### config.mk
export PLATFORM = sky130hd
export DESIGN_NAME = sram_access_scheduler
export DESIGN_NICKNAME = d
export VERILOG_FILES = /design/src/rtl/sram_access_scheduler.sv
export SDC_FILE = /design/constraint.sdc
export NUM_CORES = 1
export LEC_CHECK = 0
export ABC_AREA = 1
export BUFFER_PORTS_ARGS = -buffer_cell sky130_fd_sc_hd__buf_2
export CAP_MARGIN = 0
export CORE_MARGIN = 2
export CORE_UTILIZATION = 52
export CTS_BUF_LIST = sky130_fd_sc_hd__clkbuf_2 sky130_fd_sc_hd__clkbuf_4 sky130_fd_sc_hd__clkbuf_8
export CTS_CLUSTER_DIAMETER = 30
export DETAILED_ROUTE_END_ITERATION = 16
export PLACE_DENSITY = 0.95
export SETUP_SLACK_MARGIN = 0.1
export SYNTH_ARGS = -nofsm -noshare
export SYNTH_HDL_FRONTEND = slang
export SYNTH_SLANG_ARGS = --single-unit
### constraint.sdc
create_clock -name clk_i -period 6.94 [get_ports clk_i]
set_input_delay 0.694 -clock clk_i [delete_from_list [all_inputs] [get_ports clk_i]]
set_output_delay 0.694 -clock clk_i [all_outputs]
set_load 0.03 [all_outputs]
### src/rtl/sram_access_scheduler.sv
`default_nettype none
// ============================================================================
// Module  : sram_access_scheduler
// Brief   : Arbitrates N_REQ requesters onto one byte-wide SRAM access port
//           (fixed priority + starvation guard + round-robin) and routes
//           read data back to the issuing requester.
// Revision: 1.0  initial release
// ============================================================================
module sram_access_scheduler #(
  parameter int N_REQ        = 3,
  parameter int HI_PRI       = 0,
  parameter int LATENCY      = 2,
  parameter int STARVE_LIMIT = 8
) (
  input  logic                  clk_i,
  input  logic                  rst_i,
  input  logic [N_REQ-1:0]      req_i,
  input  logic [N_REQ-1:0]      req_we_i,
  input  logic [N_REQ*21-1:0]   req_addr_i,
  input  logic [N_REQ*8-1:0]    req_wdata_i,
  output logic [N_REQ-1:0]      gnt_o,
  output logic [20:0]           mem_addr_o,
  output logic                  mem_read_o,
  output logic                  mem_write_o,
  output logic [7:0]            mem_writedata_o,
  input  logic [7:0]            mem_readdata_i,
  output logic [N_REQ-1:0]      rd_valid_o,
  output logic [7:0]            rd_data_o
);

  localparam int               PW      = $clog2(N_REQ);
  localparam logic [3:0]       LIMIT_Q = 4'(STARVE_LIMIT);
  localparam logic [N_REQ-1:0] HI_MASK = N_REQ'(1) << HI_PRI;

  logic [PW-1:0]    rr_q, rr_d;
  logic [3:0]       starve_q, starve_d;
  logic             others, hi_win;
  int               best_d, pick;
  logic [20:0]      sel_addr;
  logic [7:0]       sel_wdata;
  logic             sel_we;

  logic [20:0]      mem_addr_q;
  logic [7:0]       mem_wdata_q;
  logic             mem_read_q, mem_write_q;
  logic [N_REQ-1:0] rd_valid_q;
  logic [7:0]       rd_data_q;
  // Stage 0 is loaded together with the read strobe; a non-zero one-hot is the valid bit.
  logic [N_REQ-1:0] tag_q [0:LATENCY];

  always_comb begin
    gnt_o     = '0;
    rr_d      = rr_q;
    starve_d  = starve_q;
    best_d    = N_REQ;
    pick      = 0;
    sel_addr  = '0;
    sel_wdata = '0;
    sel_we    = 1'b0;
    others    = |(req_i & ~HI_MASK);
    hi_win    = !rst_i && req_i[HI_PRI] && ((starve_q < LIMIT_Q) || !others);

    // Distance from the round-robin pointer decides the winner among the rest.
    for (int i = 0; i < N_REQ; i++) begin
      if (i != HI_PRI && req_i[i] && ((i + N_REQ - int'(rr_q)) % N_REQ) < best_d) begin
        best_d = (i + N_REQ - int'(rr_q)) % N_REQ;
        pick   = i;
      end
    end

    if (hi_win) begin
      gnt_o[HI_PRI] = 1'b1;
      if (!others)
        starve_d = 4'd0;
      else if (starve_q < LIMIT_Q)
        starve_d = starve_q + 4'd1;
    end else if (!rst_i && best_d < N_REQ) begin
      for (int i = 0; i < N_REQ; i++)
        if (i == pick) gnt_o[i] = 1'b1;
      rr_d     = PW'((pick + 1) % N_REQ);
      starve_d = 4'd0;
    end else begin
      starve_d = 4'd0;
    end

    for (int i = 0; i < N_REQ; i++) begin
      if (gnt_o[i]) begin
        sel_addr  = req_addr_i[21*i +: 21];
        sel_wdata = req_wdata_i[8*i +: 8];
        sel_we    = req_we_i[i];
      end
    end
  end

  always_ff @(posedge clk_i or posedge rst_i) begin
    if (rst_i) begin
      rr_q        <= '0;
      starve_q    <= '0;
      mem_addr_q  <= '0;
      mem_wdata_q <= '0;
      mem_read_q  <= 1'b0;
      mem_write_q <= 1'b0;
      rd_valid_q  <= '0;
      rd_data_q   <= '0;
      for (int k = 0; k <= LATENCY; k++) tag_q[k] <= '0;
    end else begin
      rr_q        <= rr_d;
      starve_q    <= starve_d;
      mem_read_q  <= (|gnt_o) && !sel_we;
      mem_write_q <= (|gnt_o) && sel_we;
      if (|gnt_o) begin
        mem_addr_q  <= sel_addr;
        mem_wdata_q <= sel_wdata;
      end
      tag_q[0] <= ((|gnt_o) && !sel_we) ? gnt_o : '0;
      for (int k = 1; k <= LATENCY; k++) tag_q[k] <= tag_q[k-1];
      rd_valid_q <= tag_q[LATENCY];
      if (|tag_q[LATENCY]) rd_data_q <= mem_readdata_i;
    end
  end

  assign mem_addr_o      = mem_addr_q;
  assign mem_writedata_o = mem_wdata_q;
  assign mem_read_o      = mem_read_q;
  assign mem_write_o     = mem_write_q;
  assign rd_valid_o      = rd_valid_q;
  assign rd_data_o       = rd_data_q;

endmodule
`default_nettype wire

==> results.ini <==
[clocking]
post_cts_buffers=0
tritoncts=yes
root_buffer=clkbuf_8
ctsResizeCount=0
clockBufferDepth=2
cts_buffers=9
htreeDepth=3
path_clk_slew_ns=0.07
insertion_delay_ns=0.32
cts_hold_buf=0
clock-sinks=57

[global_route]
grt_pass1_vias=2899
grt_pass1_wl_mm=12.81
grt-ovfl-total=0
grt_max_degree=61
grt_usage_pct=25.46
antenna_found_initial=0

[synthesis]
netlist_area_sq_mm=0.003112
yosys_warnings=0
synth-seq-cells=57
async_flop_share_pct=100.0
synthCells=353
synth_edf_count=0
ys_seq_area_share_pct=45.84
synth_area_per_cell_sq_um=8.815
synth_top_flop_cell=dfrtp_1
ys_types=30
syn-num-nets=478

[floorplanning]
ioPinCount=148
dieArea_sq_mm=0.006619
rows=28
die_h_um=81.36
initial_utilization_pct=53.19
core_area_sq_mm=0.005851
die_x_um=81.36

[outcome]
status=complete, no violations

[timing]
max_freq_mhz=165.4
skew_ns=0.01065
worst_slack_ns=0.8939
setup_tns_ns=0
slew_viol_final=0
fin_crit_ns=6.046
rsz0062_at_grt=no
fin_crit_sh_pct=87.12
slew_headroom_pct=52.62
finalHoldViolations=0
worstMarginPinSlew_ns=0.7107
setup_viol=0

[drt]
wl_per_cell_um=14.19
first_pass_iters=5
via_count=3074
wl_mm=8.202
via_per_inst=5.318
detail-route-antenna-nets=0
drtIter0Drc=163
drc=0

[setup_path]
cpMostUsedCell=nand2_1
arrival_ns=5.35
cp_slowest_cell=dfrtp_1
critPathCaptureType=output port
max_stage_delay_ns=0.44
worstSetupPathType=reg2out
crit_fanout=30
critPathRequiredTime_ns=6.25
start_kind=register
ff2ff_path_depth=29
timing.rr.end=mem_read_o$_DFF_PP0_
rr_startpoint=rr_q[1]$_DFFE_PP0P_
r2r_setup_slack_ns=1.78

[min_path]
min_to=tag_q[4]$_DFF_PP0_
hp-class=reg2reg
hold-path-cell-count=0
holdCritStartpoint=tag_q[7]$_DFF_PP0_

[cells_and_area]
drive_above_1_share_pct=37.18
syn_to_final_growth_pct=31.97
final_cell_mix=buf_2 (147), nand3_1 (71), nand2_1 (69)
final_common_cell=buf_2
diodes=0
layout.nets=623

[placed_design]
port_buffers=147
post-place-ws_ns=1.254
hpwl_mm=6.202
gp_congestion=0.8921

[flow_run]
drv_cap=0

[pwr]
p_leak_nw=2.275
p_per_area_mw_per_mm2=411.1
peakVddDrop_mv=0.2645

-- registers in the layout (all words and copies together) (netlist names) --
register         cells
mem_addr_o          21
mem_read_o           1
mem_write_o          1
mem_writedata_o      8
rd_data_o            8
rd_valid_o           3
rr_q                 2
starve_q             4
tag_q                9
-- power by group --
group / internal, mW / switching (mW)
clock network: 0.212 / 0.135
logic: 0.258 / 0.559
registers: 0.457 / 0.0664
-- cells by family after synthesis --
logic type                 after synthesis  share of synthesized area [%]
DFF                                     57                          45.84
adders and majority gates               22                          8.846
and+or+nand+nor                        171                          25.33
muxes                                    8                          2.895
buffers and inverters                   50                          6.996
AOI/OAI and AO/OA                       44                          9.811
xor gates and xnor gates                 1                         0.2815
-- layout make-up --
type	count	area [sq um]
clock buffer	10	137.6
clock inverter	6	88.84
fill	452	1744
inverter	33	123.9
multi-input combinational	246	1470
sequential	57	1426
tap	75	93.84
timing repair buffer	151	765.7
-- layer usage --
metal	share of wire [%]	up-vias	routed length, um	global-route usage (%)
met5	0	-	0	0
met4	2.1	0	176	9.661
met3	7.2	19	588	6.000
met2	52	153	4275	45.25
met1	39	1409	3161	29.61
li1	-	1493	-	-
-- worst max path at each step --
stage                                    from       end  slack, ns  depth (start not counted)
after floorplan           rr_q[1]$_DFFE_PP0P_  gnt_o[1]       2.18                         25
after global placement    rr_q[1]$_DFFE_PP0P_  gnt_o[2]       1.48                         29
after detailed placement  rr_q[1]$_DFFE_PP0P_  gnt_o[2]       1.25                         29
after CTS                 rr_q[1]$_DFFE_PP0P_  gnt_o[2]       0.90                         29
after global routing      rr_q[1]$_DFFE_PP0P_  gnt_o[2]       0.23                         29
final                     rr_q[1]$_DFFE_PP0P_  gnt_o[2]       0.89                         29
-- stage by stage --
step	instance area, sq um	power (mW)	util [%]	cells	hold WS, ns
floorplan	3112	1.111	-	353	0.3312
global placement	3880	1.318	66.32	562	0.3326
detailed placement	3880	1.347	66.32	562	0.3347
CTS	4106	1.694	70.19	578	0.3501
global route	4106	1.802	70.19	578	0.3500
finish	4106	1.688	70.19	578	0.3476
-- Yosys cell counts (2+ instances only) --
cell	number	share of area, %
nand3_1	71	11
nand2_1	69	8.3
dfrtp_1	57	46
inv_1	30	3.6
a22oi_1	29	7.0
ha_1	22	8.8
nor2_1	15	1.8
clkbuf_1	8	0.97
mux2_2	8	2.9
a21oi_1	7	1.1
buf_2	6	0.97
buf_6	3	1.1
nand4_1	3	0.60
o21ai_0	3	0.48
and3_1	2	0.40
inv_2	2	0.24
nand2_2	2	0.40
nand3_2	2	0.64
nor2_2	2	0.40
nor2_4	2	0.72
-- worst max-delay path: cells and delay by family (launching register included) --
kind / cells / cell delay (ns)
AND/OR/NAND/NOR: 17 / 1.92
buffers and inverters: 7 / 1.26
adder cells (fa/ha/maj): 3 / 1.00
flip-flops: 1 / 0.44
AO/OA/AOI/OAI: 2 / 0.40
No activity file was read; power rests on OpenSTA's default activity.
